## config.mk

```make
export PLATFORM = sky130hd
export DESIGN_NAME = bam_mul_scheduler
export DESIGN_NICKNAME = d
export VERILOG_FILES = /design/src/rtl/bam_mul_scheduler.sv
export SDC_FILE = /design/constraint.sdc
export NUM_CORES = 1
export LEC_CHECK = 0
export ABC_AREA = 1
export CAP_MARGIN = 20
export CORE_UTILIZATION = 47
export CTS_BUF_LIST = sky130_fd_sc_hd__clkbuf_16
export CTS_CLUSTER_DIAMETER = 120
export CTS_CLUSTER_SIZE = 40
export DETAILED_ROUTE_END_ITERATION = 10
export PLACE_DENSITY = 0.87
export RECOVER_POWER = 25
export SLEW_MARGIN = 20
export SYNTH_ARGS = -nofsm -noshare
export SYNTH_HDL_FRONTEND = slang
export SYNTH_SLANG_ARGS = --single-unit
```

## constraint.sdc

```tcl
create_clock -name clk -period 5.5 [get_ports clk]
set_clock_uncertainty 0.2 [all_clocks]
set_input_delay 1.1 -clock clk [delete_from_list [all_inputs] [get_ports clk]]
set_output_delay 1.1 -clock clk [all_outputs]
set_load 0.03 [all_outputs]
```

## src/rtl/bam_mul_scheduler.sv

```systemverilog
// Round-robin front end for one shared combinational BAM multiplier.
// Grants one requester, drives the operands, captures and returns the product.
module bam_mul_scheduler #(
   parameter int N_REQ = 4,
   parameter int WIDTH = 8,
   parameter int ID_W  = 2
) (
   input  logic                   clk,
   input  logic                   rst_n,
   input  logic [N_REQ-1:0]       req_valid,
   output logic [N_REQ-1:0]       req_ready,
   input  logic [N_REQ*WIDTH-1:0] req_a,
   input  logic [N_REQ*WIDTH-1:0] req_b,
   output logic [WIDTH-1:0]       mul_a,
   output logic [WIDTH-1:0]       mul_b,
   input  logic [2*WIDTH-1:0]     mul_p,
   output logic                   resp_valid,
   input  logic                   resp_ready,
   output logic [ID_W-1:0]        resp_id,
   output logic [2*WIDTH-1:0]     resp_p,
   output logic                   busy,
   output logic [15:0]            op_count
);

   if (N_REQ < 2 || N_REQ > 8) begin : g_bad_nreq
      $error("bam_mul_scheduler: N_REQ must be 2..8");
   end
   if (ID_W != $clog2(N_REQ)) begin : g_bad_idw
      $error("bam_mul_scheduler: ID_W must equal clog2(N_REQ)");
   end

   typedef enum logic [1:0] {
      IDLE  = 2'd0,
      ISSUE = 2'd1,
      RESP  = 2'd2
   } state_e;

   state_e               state_q, state_d;
   logic [ID_W-1:0]      ptr_q, ptr_d;
   logic [ID_W-1:0]      id_q, id_d;
   logic [WIDTH-1:0]     mul_a_q, mul_a_d;
   logic [WIDTH-1:0]     mul_b_q, mul_b_d;
   logic [2*WIDTH-1:0]   resp_p_q, resp_p_d;
   logic [ID_W-1:0]      resp_id_q, resp_id_d;
   logic [15:0]          op_count_q, op_count_d;

   logic                 gnt_found;
   logic [ID_W-1:0]      gnt_idx;
   logic [ID_W-1:0]      cand;

   // Rotating priority search: first valid requester at or after ptr, wrapping
   always_comb begin
      gnt_found = 1'b0;
      gnt_idx   = '0;
      cand      = '0;
      for (int k = 0; k < N_REQ; k++) begin
         if (int'(ptr_q) + k >= N_REQ) begin
            cand = ID_W'(int'(ptr_q) + k - N_REQ);
         end else begin
            cand = ID_W'(int'(ptr_q) + k);
         end
         if (!gnt_found && req_valid[cand]) begin
            gnt_found = 1'b1;
            gnt_idx   = cand;
         end
      end
   end

   // Next-state, datapath capture and handshake outputs
   always_comb begin
      state_d    = state_q;
      ptr_d      = ptr_q;
      id_d       = id_q;
      mul_a_d    = mul_a_q;
      mul_b_d    = mul_b_q;
      resp_p_d   = resp_p_q;
      resp_id_d  = resp_id_q;
      op_count_d = op_count_q;
      req_ready  = '0;
      unique case (state_q)
         IDLE: begin
            // A granted requester is valid by construction, so grant == handshake
            if (gnt_found && rst_n) begin
               req_ready[gnt_idx] = 1'b1;
               mul_a_d = req_a[int'(gnt_idx)*WIDTH +: WIDTH];
               mul_b_d = req_b[int'(gnt_idx)*WIDTH +: WIDTH];
               id_d    = gnt_idx;
               if (gnt_idx == ID_W'(N_REQ - 1)) begin
                  ptr_d = '0;
               end else begin
                  ptr_d = gnt_idx + ID_W'(1);
               end
               state_d = ISSUE;
            end
         end
         ISSUE: begin
            // Operands have been stable for a full cycle; sample the product
            resp_p_d  = mul_p;
            resp_id_d = id_q;
            state_d   = RESP;
         end
         RESP: begin
            if (resp_ready) begin
               if (op_count_q != 16'hFFFF) begin
                  op_count_d = op_count_q + 16'd1;
               end
               state_d = IDLE;
            end
         end
         default: begin
            state_d = IDLE;
         end
      endcase
   end

   // State and datapath registers; reset drops any in-flight operation
   always_ff @(posedge clk or negedge rst_n) begin
      if (!rst_n) begin
         state_q    <= IDLE;
         ptr_q      <= '0;
         id_q       <= '0;
         mul_a_q    <= '0;
         mul_b_q    <= '0;
         resp_p_q   <= '0;
         resp_id_q  <= '0;
         op_count_q <= '0;
      end else begin
         state_q    <= state_d;
         ptr_q      <= ptr_d;
         id_q       <= id_d;
         mul_a_q    <= mul_a_d;
         mul_b_q    <= mul_b_d;
         resp_p_q   <= resp_p_d;
         resp_id_q  <= resp_id_d;
         op_count_q <= op_count_d;
      end
   end

   assign mul_a      = mul_a_q;
   assign mul_b      = mul_b_q;
   assign resp_p     = resp_p_q;
   assign resp_id    = resp_id_q;
   assign op_count   = op_count_q;
   assign resp_valid = (state_q == RESP);
   assign busy       = (state_q != IDLE);

endmodule

```

Yosys cells after proc, flatten, opt, wreduce, memory -nomap -nowiden:

Index checks and enable logic that the tools add are counted.

* register bits after elaboration: 56
* input bits: 87
* output and inout port bits: 56
* logic and storage cells: 76

* add/sub/neg operators: 9
* $lt $le $gt $ge: 10
* eq/ne operators: 6
* shift-type cells: 2
* muxes and demuxes: 28
* reduce and logical (&&, ||, !) cells: 13

Operators with widths (number)
* $shiftx 32x6->8: 2
* $mux 2: 11
* $add 16x1->16 const B: 1
* $ne 16x16->1 const B: 1
* $lt 2x3->1 const B: 5
* $ge 3x3->1 const B: 3
* $mux 1: 9
* $bmux 1 s2: 4
* $mux 4: 2
* $sub 2x1->2 const B: 4
* $add 2x2->3 const B: 2
* $pmux 2 s3: 1
* $logic_and 1x1->1: 5
* $eq 2x2->1 const B: 2
* $reduce_and 2->1: 2
* $add 2x1->3 const B: 1
* $ge 2x3->1 const B: 1
* $logic_not 1->1: 3
* $reduce_and 3->1: 1
* $add 2x1->2 const B: 1
* $demux 1 s2: 1
* $eq 2x1->1 const B: 1
* $ge 2x1->1 const B: 1
* $logic_not 2->1: 1
* 3 further kinds: 3

Longest topological paths before layout:

Gate-level depths: netlist of the first run.

* word-level depth: 20
* gate-level depth with buffers: 16
* mapped depth without buffers: 14

Worst setup path after synthesis of the first run:

Ideal clock, no wire load.

* path kind: input to output
* start: input port req_valid[1]
* end: output port req_ready[3]
* arrival time: 2.535 ns
* required time: 4.200 ns
* slack: 1.665 ns
* stages on the path: 11
* path buffers: 1
* cell sequence: inv_1 nand2_1 nand3_1 nand2_2 nor2_4 nand3_1 nand3_2 buf_2 ha_1 inv_1 nor2_1

* longest elaborated chain between the ends: 18
* elaborated cells on any way between the ends: 30
* classes of those cells: order compare: 2; mux: 20; reduce/logical: 8

RTL lines
* start, declared: line 10 `input logic [N_REQ-1:0] req_valid,`
* $bmux 1 s2: line 62 `if (!gnt_found && req_valid[cand]) begin`
* $mux 1 (not written as such): line 62
* $mux 1: line 62
* $logic_not 1->1: line 62
* $logic_and 1x1->1: line 62
* $mux 1: line 62
* $logic_not 1->1: line 62
* $logic_and 1x1->1: line 62
* [2 not listed]
* $logic_and 1x1->1: line 62
* $mux 2: line 62
* $lt 2x3->1 (not written as such) / $ge 2x1->1 (equally long branches): line 84 `req_ready[gnt_idx] = 1'b1;`
* $logic_and 1x1->1 (not written as such): line 84
* $mux 1 (not written as such): line 84
* $demux 1 s2: line 84
* $mux 4 (*): line 83 `if (gnt_found && rst_n) begin`
* $mux 4 (*): line 80 `unique case (state_q)`
* end, declared: line 11 `output logic [N_REQ-1:0] req_ready,`

Mark *: on every way between the ends. The rest lies on a longest branch, timed or not. The select of a mux whose other input is x is not followed.

Worst setup path in the final report of the first run:

* start: input port req_valid[3]
* end: output port req_ready[3]

The elaborated chain is that of the path after synthesis.

==> results of run 1 <==
## state kept, by name (all words and copies together) (netlist names)
signal    count
id_q          2
mul_a         8
mul_b         8
op_count     16
ptr_q         2
resp_id       2
resp_p       16
state_q       2
## per-layer routing
layer | vias to the layer above | wire, um
li1 | 1684 | -
met3 | 10 | 695
met2 | 148 | 4620
met5 | - | 0
met4 | 0 | 100
met1 | 1594 | 3460
## layout by cell type, fill, tap and decap left out
master	count
nor3_1	10
dfrtp_1	56
clkinv_1	1
nand2_1	131
o21ai_1	2
a21oi_1	1
nand3_2	2
or2_1	6
o21ai_0	7
inv_1	75
ha_1	2
xnor2_1	2
or2_2	2
nand3_4	1
mux2_2	16
nand2_2	3
nand4_1	3
clkbuf_16	5
nand3_1	69
nor2_8	1
buf_4	2
clkdlybuf4s50_1	141
xor2_1	12
inv_2	6
nor2_4	3
or2_0	10
clkbuf_1	2
a21boi_1	1
nor2_1	13
nor4_1	4
clkinvlp_4	1
clkinv_4	1
## cell usage after synthesis
| library cell | instances |
|---|---|
| nand4_1 | 3 |
| a21boi_1 | 1 |
| or2_0 | 10 |
| inv_1 | 74 |
| buf_12 | 1 |
| nor2_4 | 3 |
| or2_2 | 2 |
| nor2_1 | 13 |
| ha_1 | 2 |
| nor4_1 | 4 |
| dfrtp_1 | 56 |
| buf_2 | 7 |
| nand3_2 | 2 |
| clkinv_1 | 1 |
| or2_1 | 6 |
| mux2_2 | 16 |
| nand3_4 | 1 |
| o21ai_0 | 7 |
| clkbuf_1 | 3 |
| nand3_1 | 69 |
| o21ai_1 | 2 |
| xnor2_1 | 2 |
| buf_6 | 2 |
| nand2_1 | 131 |
| buf_4 | 1 |
| a21oi_1 | 1 |
| nand2_2 | 3 |
| xor2_1 | 12 |
| nor3_1 | 10 |
| inv_2 | 6 |
| clkbuf_2 | 1 |
| nor2_8 | 1 |
## worst max-delay path: cells and delay by family
kind | cells | cell delay, ps
buffers and inverters | 5 | 1450
and+or+nand+nor | 7 | 1010
adders and majority gates | 1 | 170
## through the flow
stage               setup WS, ps  hold slack [ps]   util  std cells
floorplan                   1670              283      -        453
global placement             612              269  0.706        679
detailed placement           520              284  0.706        679
CTS                          493              302  0.728        687
global route                 242              324  0.727        687
finish                       460              297  0.727        687
## final cells by class
class | count | area [um^2]
inverter | 81 | 304
multi-input combinational | 301 | 1590
tap | 96 | 120
clock buffer | 5 | 125
fill | 570 | 1880
clock inverter | 3 | 20.0
sequential | 56 | 1400
timing repair buffer | 145 | 1430
## path summary, 6_finish.rpt
kind                               from      endpoint  cells past startpoint
max                        req_valid[3]  req_ready[3]                     13
min                          resp_id[1]    resp_id[1]                      2
max reg2reg                    ptr_q[0]      mul_b[1]                     11
min reg2reg                  resp_id[1]    resp_id[1]                      2
max in group asynchronous         rst_n     resp_p[0]                      2
min in group asynchronous         rst_n   op_count[3]                      2
## kinds of logic (layout without fill, tap and decap cells)
logic type      after synthesis  after routing  share of synthesized area
fa+ha+maj                     2              2                    0.00737
simple gates                258            258                      0.354
flops                        56             56                      0.413
buf+inv                      96            234                      0.119
xor+xnor                     14             14                     0.0361
compound gates               11             11                     0.0170
mux                          16             16                     0.0531
## power by group through the flow
| stage | clock (mW) | combinational (mW) | sequential [mW] |
|---|---|---|---|
| finish | 0.313 | 1.92 | 0.705 |
| global route | 0.331 | 2.10 | 0.729 |
| detailed placement | 0 | 1.91 | 0.710 |
| floorplan | 0 | 1.08 | 0.972 |
| global placement | 0 | 1.84 | 0.703 |
| CTS | 0.315 | 1.92 | 0.706 |
==> metrics, run 1 <==
total track usage 0.246; H-tree levels 2; gr busiest metal met2; fmax approximately 0.20 GHz; routability cong. roughly 0.83; total negative slack 0 ps; Comb pwr share 0.653; maximum vdd drop 295 uV; Post-CTS Hold Buffers 0; Clock Latency Late Sink 290 ps; share of layout cells above drive strength 1 0.0728; critical path endpoint category primary output; cells along the critical path clkdlybuf4s50_1 -> inv_1 -> nand2_1 -> nand2_1 -> nor2_1 -> nor2_1 -> nand3_4 -> nand3_2 -> inv_1 -> ha_1 -> inv_1 -> nor2_1 -> clkdlybuf4s50_1; Yosys cell types 32; Iteration-0 DRC Markers 160; nets@finish 679; post-route minimum period just over 5000 ps; synthesized area per cell approximately 7.5 um^2; CP peak stage delay ~700 ps; CP Class in -> out; TritonCTS buffer count 5; global-route wire length before repair ~15000 um; Leak between 2 and 2.5 nW; internal power between 1 and 1.5 mW; NetSw around 1.4 mW; met1 global-route usage 0.288; total number of vias about 3400; hpwl dp between 6000 and 7000 um; WP data required around 4200 ps; Clock Power Share 0.107; critical path startpoint category input pin; Tot Pwr approximately 2.9 mW; WL/cell between 10 and 15 um; Clock Tree Buf Depth 2; sw frac 0.492; post-synth top area share 0.413; starting density of the core 0.494; PD cells around 590 nW/um^2; status complete, but fails checks; Die H just under 90 um; TritonCTS clock tree yes; RSZ-0062 raised after global routing false; final period utilization 0.916; Worst Tran Pin Value 2880 ps; hold crit path type reg -> reg; core box area approximately 6900 um^2; Crit path arrival time ~3700 ps; Final ANT Viol Nets 0; root buffer cell clkbuf_16; Placement Rows 30; die width between 80 and 90 um; final instance area between 4000 and 5000 um^2; slew margin rel. -0.917; I/O pins about 140; clock slew at reported path FFs ~70 ps; ant diodes 0; drt via density approximately 5; input/output buffers 142; Area contributors post-synth dfrtp_1, nand2_1, nand3_1, inv_1, mux2_2; DP Area around 4900 um^2; Area growth syn-to-layout 47.1%; grt met3 use 0.0635; Ys Warns 0; post-synthesis register bit count 56; DRT Pass-1 Iters 4; die footprint between 7000 and 8000 um^2; initial antenna violation count 0; vias in the first global route about 3300; syn_nets between 500 and 600; Mapped Cells approximately 450; Slowest cell on crit path clkdlybuf4s50_1; routed wire length just under 9000 um; max cap viols 1; postcts setup bufs 0; final setup fails 0; overflow left after global routing 0; Netlist Area Pre-Place 3390 um^2; CTS sink cnt 56; failing checks capacitance limit, slew limit; Remaining DRCs 0; final hold violations 0; sequential power share 0.240; Max FO, Critical Path 17; post-synthesis sequential area ratio 0.413; post-CTS sizing 0; M2 GR Usage 0.450; largest net degree at the start of global routing 57; cell taking the most area after synthesis dfrtp_1; flop-to-flop setup slack between 2000 and 3000 ps; Pins Over Slew Limit 57
Note: power is estimated with default switching activity, not from simulation.
==> inputs of run 2 (changes only) <==
--- a/config.mk
+++ b/config.mk
@@ -6,6 +6,7 @@
 export NUM_CORES = 1
 export LEC_CHECK = 0
 export ABC_AREA = 1
+export ABC_CLOCK_PERIOD_IN_PS = 5500
 export CAP_MARGIN = 20
 export CORE_UTILIZATION = 47
 export CTS_BUF_LIST = sky130_fd_sc_hd__clkbuf_16
@@ -14,6 +15,7 @@
 export DETAILED_ROUTE_END_ITERATION = 10
 export PLACE_DENSITY = 0.87
 export RECOVER_POWER = 25
+export REMOVE_ABC_BUFFERS = 1
 export SLEW_MARGIN = 20
 export SYNTH_ARGS = -nofsm -noshare
 export SYNTH_HDL_FRONTEND = slang
==> run 2 against run 1 <==
The run still ends with capacitance limit, slew limit left. Flip-flop and latch count is the same. Design area is essentially flat. Wire length shrank 3.2%. Worst setup slack gained 68 ps. Non-clock buffer count is the same. Utilization grew 0.055 points. First-iteration DRC count grew 28%. Clock-buffer cell count is the same. Clock power is essentially flat.
==> metrics, run 2 (synthesis results as in run 1) <==
drt via density approximately 5; input/output buffers between 100 and 150; WP data required around 4200 ps; H-tree levels 2; share of layout cells above drive strength 1 0.0745; total negative slack 0 ps; HP Start resp_id[1]; starting density of the core 0.494; grt met3 use 0.0464; total track usage 0.238; Placement Rows 30; routed wire length about 8600 um; postcts setup bufs 0; largest net degree at the start of global routing 57; Setup crit start req_valid[0]; Remaining DRCs 0; Worst Tran Pin Value around 2900 ps; hold crit path type reg -> reg; post-CTS sizing 0; CP bufs+invs 5; overflow left after global routing 0; status complete, but fails checks; final period utilization 0.904; initial antenna violation count 0; Fillers between 500 and 600; met1 global-route usage 0.294; Post-CTS Hold Buffers 0; max cap viols 1; Leak around 2.5 nW; cells along the critical path clkdlybuf4s50_1 -> inv_1 -> nand2_1 -> nand3_1 -> nand2_2 -> nor2_4 -> nand3_4 -> nand2_2 -> inv_2 -> nand2_2 -> inv_2 -> nand2_1 -> nor2_1 -> clkdlybuf4s50_1; Max FO, Critical Path 16; gr busiest metal met2; M2 GR Usage 0.418; critical path endpoint category primary output; failing checks capacitance limit, slew limit; global-route wire length before repair around 14000 um; PD cells just under 600 nW/um^2; Pins Over Slew Limit 57; slew margin rel. -0.907; most frequent cells in the layout clkdlybuf4s50_1, nand2_1, inv_1, nand3_1, dfrtp_1; delay-heaviest family, CP buffers and inverters; Die H 87.0 um; TritonCTS clock tree yes; cell mode on critical path nand2_2; vias in the first global route between 3000 and 4000; Area growth syn-to-layout 47.2%; root buffer cell clkbuf_16; TritonCTS buffer count 5; DRT Pass-1 Iters 4; Clock Tree Buf Depth 2; Slowest cell on crit path clkdlybuf4s50_1; CP peak stage delay ~700 ps; die width around 87 um; worst r2r src ptr_q[0]; I/O pins approximately 140; Final ANT Viol Nets 0; total number of vias between 3000 and 4000; fmax 0.201 GHz; hpwl dp between 6000 and 7000 um; critical path startpoint category input pin; WL/cell 12.5 um; post-route minimum period 4970 ps; Iteration-0 DRC Markers 204; maximum vdd drop ~330 uV; commonest non-fill, non-tap cell in the layout clkdlybuf4s50_1; CTS sink cnt 56; die footprint between 7000 and 8000 um^2; routability cong. roughly 0.90; RSZ-0062 raised after global routing false; clock slew at reported path FFs 70 ps; final setup fails 0; ant diodes 0; core box area just under 7000 um^2; Hold WS slightly below 300 ps; nets@finish 679; CP Class in -> out; Crit path arrival time ~3700 ps; final hold violations 0; Clock Latency Late Sink 290 ps
run 2: cell types whose count changed in the layout (fill, tap and decap cells not counted):
cell	change
clkinvlp_4	+1
inv_1	-1
run 2: power by group:
part           switching (mW)  internal, mW  total [mW]  leakage, nW
logic                    1.18         0.737        1.92         1.72
registers               0.126         0.585       0.711        0.674
clock network           0.145         0.170       0.315       0.0660
run 2: layout make-up:
type / instances / area, um^2 / share of cell area
Multi-Input combinational cell: 301 / 1590 / 0.318
Clock inverter: 3 / 23.8 / 0.00476
Clock buffer: 5 / 125 / 0.0250
Timing Repair Buffer: 145 / 1430 / 0.287
Inverter: 81 / 304 / 0.0609
Sequential cell: 56 / 1400 / 0.280
Tap cell: 96 / 120 / 0.0240
run 2: metrics by stage:
| step | power, mW | instances | util | setup WS (ps) | instance area (um^2) |
|---|---|---|---|---|---|
| global placement | 2.56 | 679 | 0.706 | 670 | 4850 |
| finish | 2.94 | 687 | 0.727 | 528 | 5000 |
| CTS | 2.95 | 687 | 0.728 | 570 | 5000 |
| floorplan | 1.96 | 438 | - | 1270 | 3290 |
| detailed placement | 2.62 | 679 | 0.706 | 576 | 4850 |
| global route | 3.17 | 687 | 0.727 | 308 | 5000 |
run 2: path summary, 6_finish.rpt:
path | end | slack, ps | cells after the start
max | req_ready[1] | 530 | 14
min | resp_id[1] | 290 | 2
max reg2reg | mul_b[5] | 2810 | 14
min reg2reg | resp_id[1] | 290 | 2
min in group asynchronous | op_count[0] | 1690 | 2
max in group asynchronous | resp_p[10] | 1800 | 2
run 2: layer usage:
layer | wire length [um] | vias up
li1 | - | 1673
met1 | 3560 | 1516
met2 | 4200 | 161
met3 | 625 | 21
met4 | 205 | 0
met5 | 0 | -
run 2: worst register-to-register path, stage by stage (launching register included):
cell and delay (ps):
dfrtp_1 560, inv_2 180, nand2_1 100, nand2_1 80
nand2_1 90, nand2_1 110, nor2_4 150, nand3_4 200
nand3_2 160, buf_4 370, nand2_1 130, nand3_1 90
nand2_1 60, nand2_1 60, nand2_1 50
==> variant 1: new RTL, flow settings as in run 1 <==
`WIDTH`: 8 -> 6.
--- a/src/rtl/bam_mul_scheduler.sv
+++ b/src/rtl/bam_mul_scheduler.sv
@@ -3,5 +3,5 @@
 module bam_mul_scheduler #(
    parameter int N_REQ = 4,
-   parameter int WIDTH = 8,
+   parameter int WIDTH = 6,
    parameter int ID_W  = 2
 ) (
Ports: changed (6 resized); port bits go from 143 to 115. No check against the original RTL was run, so the function may have changed too.
==> variant 1 against run 1 <==
- the flow still finishes with violations (max-capacitance violations, max-slew violations)
- setup slack got worse by 0.011 ns
- cell area shrank 19%
- area after synthesis is 18% lower
- total power decreased by 12%
- first-iteration DRC count down 19%
- sequential cell count shrank 8
- wire length fell by 16%
- global-route usage increased by 0.33 points
- critical path depth rose by 1
- maximum frequency is 0.21% lower
- largest cell class unchanged
- highest routed layer unchanged
==> variant 1: results (changes against run 1) <==
stage,metric,value,unit,change
detailed_routing,wl_per_cell,14.2,um,+10%
detailed_routing,dr.pass1.iters,5,,+1
cells_and_area,multi_input_area_share,0.339,,+0.0208
critical_path,path_max_fanout,26,,+9
detailed_routing,via_per_inst,5.30,,+6.0%
detailed_routing,met3_length,519,um,-25%
power_and_ir_drop,power_switching,1.28,mW,-11%
synthesis,syn_area_per_cell,8.08,um^2,+7.8%
cells_and_area,buffer_area_frac,0.284,,-0.00318
placed_design,portBuffers,114,,-20%
synthesis,yosys-top-cells-count,"nand2_1 (105), dfrtp_1 (48), nand3_1 (48)",,
power_and_ir_drop,p_leak,1.85,nW,-25%
cells_and_area,layout-drive-gt1-share,0.0793,,+0.00654
power_and_ir_drop,peakVddDrop,379,uV,+28%
synthesis,yosysSeqAreaShare,0.432,,+0.0194
synthesis,synthAdderAreaFrac,0.00900,,+0.00163
global_route,grt_pass1_vias,2671,,-20%
global_route,grt_pass1_wl,12100,um,-18%
placed_design,place.gp.congestion,0.872,,+5.2%
detailed_routing,routed_wl,7470,um,-16%
cells_and_area,inverters_excl_clock,26,,-68%
global_route,grtUsageMet2,0.413,,-0.0365
detailed_routing,wl_met2,3720,um,-20%
critical_path,critical_path.startpoint,req_valid[2],,
run_status,failed_checks,"max-capacitance violations, max-slew violations",,
sta,slew_violations,49,,-14%
global_route,gr-usage-all-layers,0.249,,+0.00330
run_status,status,finished with violations,,
run,maxCapViolations,1,,unchanged
cells_and_area,n_fill_cell,453,,-21%
global_route,grt_max_degree,49,,-14%
synthesis,yosys.area_share.xor_xnor,0.0473,,+0.0112
cells_and_area,area_growth,46.2,%,
synthesis,synth_cell_types,26,,-19%
global_route,grt_use_met1,0.318,,+0.0304
synthesis,synth_area_leaders,"dfrtp_1 (43%), nand2_1 (14%), nand3_1 (8.6%)",,
cells_and_area,finalNetCount,523,,-23%
cells_and_area,nMultiInputCombCells,256,,-15%
synthesis,synth_compound_area_frac,0.0180,,+0.00105
==> variant 1: cell types whose count changed after synthesis, sizes merged, moves of 3 or more <==
cell	run 1	this run
or2	18	0
nor3	10	7
nand2	134	109
nand3	72	52
nand4	3	26
xnor2	2	5
dfrtp	56	48
inv	80	26
nor2	17	20
clkbuf	4	1
==> variant 1: cells by family after synthesis <==
| logic type | Yosys count |
|---|---|
| and+or+nand+nor | 216 |
| DFF | 48 |
| buffers and inverters | 40 |
| xor gates and xnor gates | 15 |
| muxes | 14 |
| AOI/OAI and AO/OA | 9 |
| adders and majority gates | 2 |
==> variant 1: final timing paths <==
kind                            slack [ns]      endpoint
min in group asynchronous             1.60   op_count[6]
worst min register to register        0.28      mul_b[1]
worst max-delay path                  0.45  req_ready[2]
max in group asynchronous             2.06      mul_a[3]
worst max register to register        2.86      ptr_q[1]
worst min-delay path                  0.28      mul_b[1]
==> variant 2: new RTL, config.mk and constraints of run 1 <==
Made on the original files. Register the output `op_count` once more; this adds one clock of latency there. The other outputs are not delayed to match.
--- a/src/rtl/bam_mul_scheduler.sv
+++ b/src/rtl/bam_mul_scheduler.sv
@@ -141,5 +141,7 @@
    assign resp_p     = resp_p_q;
    assign resp_id    = resp_id_q;
-   assign op_count   = op_count_q;
+   always_ff @(posedge clk) begin
+      op_count <= op_count_q;
+   end
    assign resp_valid = (state_q == RESP);
    assign busy       = (state_q != IDLE);
Check against the original RTL: not equivalent (a bounded check fails within 4 cycles, from zero or initial values and one cycle with rst_n low).
==> variant 2 against run 1 <==
- the flow still finishes with violations (max-capacitance violations, max-slew violations)
- sequential cell count up 16
- area after synthesis up 3.9%
- die area up 3.8%
- largest power group unchanged
- sequential power up 19%
- cell area up 5.0%
- count of clock-buffer cells in the layout up 4
- largest cell class is now registers
- sequential share of layout area up 4.8 points
- synthesized cell count down 9.7%
- critical endpoint unchanged
- setup slack better by 0.037 ns
- wire length up 14%
- total power up 16%
==> variant 2: results (changes against run 1) <==
stage,metric,value,unit,change
cells_and_area,buffer_area_frac,0.276,,-0.0108
cells_and_area,n_fill_cell,568,,-0.35%
cells_and_area,multi_input_area_share,0.296,,-0.0225
run,maxCapViolations,1,,unchanged
synthesis,yosysSeqAreaShare,0.488,,+0.0755
cells_and_area,nMultiInputCombCells,288,,-4.3%
critical_path,timing.rr.start,ptr_q[0],,
global_route,use_met3,0.0578,,-0.00567
clock_tree,clock_latency,0.33,ns,+0.04 ns
synthesis,synth_area_leaders,"dfrtp_1 (40%), nand2_1 (13%), dfxtp_1 (9.1%)",,
cells_and_area,fin_util,0.723,,-0.00416
sta,slew_headroom,-1.02,,-0.104
placed_design,dp_hpwl,7080,um,+2.1%
global_route,grtUsageMet2,0.462,,+0.0120
synthesis,syn_nets,498,,-8.1%
critical_path,reg2reg_slack,2.79,ns,+0.12 ns
run_status,status,finished with violations,,
placed_design,place.gp.congestion,0.847,,+2.2%
detailed_routing,routed_wl,10100,um,+14%
synthesis,ys_ff_latch,72,,+29%
worst_hold_path,whs_path_depth,0,,-2
cells_and_area,clock_buffer_count,9,,+4
detailed_routing,drt-initial-drc-count,188,,+18%
synthesis,synth_cell_types,27,,-16%
sta,slew_violations,57,,unchanged
global_route,grt_pass1_wl,15900,um,+8.1%
cells_and_area,stdcell_area,5240,um^2,+5.0%
critical_path,ff2ff_path_depth,12,,+1
cells_and_area,seq_area,1720,um^2,+23%
cells_and_area,finalNetCount,635,,-6.5%
clock_tree,ctsHtreeMaxLevel,3,,+1
power_and_ir_drop,p_leak,2.37,nW,-3.8%
sta,timing.final.crit_share,0.910,,-0.00676
cells_and_area,inverters_excl_clock,28,,-65%
detailed_routing,via_per_inst,5.33,,+6.6%
synthesis,syn_inst,409,,-9.7%
cells_and_area,clkCellAreaFrac,0.0544,,+0.0254
worst_hold_path,hold_path_end,op_count[15],,
cells_and_area,fin_cells,650,,-5.4%
worst_hold_path,min_from,op_count_q[15],,
sta,hold_slack,0.215,ns,-0.0817 ns
global_route,grt_pass1_vias,3351,,+0.54%
cells_and_area,signal_buffers,147,,+1.4%
run_status,failed_checks,"max-capacitance violations, max-slew violations",,
detailed_routing,dr.pass1.iters,5,,+1
global_route,gr-usage-all-layers,0.267,,+0.0211
cells_and_area,layout-drive-gt1-share,0.0980,,+0.0252
critical_path,critical_path.startpoint,req_valid[1],,
power_and_ir_drop,peakVddDrop,478,uV,+62%
==> variant 2: cell types whose count changed after synthesis, moves of 4 or more <==
cell     before  now
nand3_1      69   62
buf_6         2    6
or2_1         6    0
buf_2         7   12
or2_0        10    0
nor2_1       13   17
inv_1        74   23
dfxtp_1       0   16
nand2_1     131  119
nand4_1       3   32
nor4_1        4    0
==> variant 2: cells by family (layout without fill, tap and decap cells) <==
group | after synthesis | in the layout | synth area share
adders and majority gates | 2 | 2 | 0.00710
muxes | 17 | 17 | 0.0543
xor gates and xnor gates | 14 | 14 | 0.0348
and+or+nand+nor | 247 | 247 | 0.328
AOI/OAI and AO/OA | 8 | 8 | 0.0149
buffers and inverters | 49 | 191 | 0.0724
DFF | 72 | 72 | 0.488
==> variant 2: routing by layer <==
metal  vias up  routed length, um
li1       1638                  -
met4         0                306
met3        30                529
met1      1664               3980
met2       133               5280
met5         -                  0
==> variant 2: power breakdown <==
group | internal [mW] | switching (mW)
clock network | 0.313 | 0.235
logic | 0.754 | 1.27
registers | 0.716 | 0.125
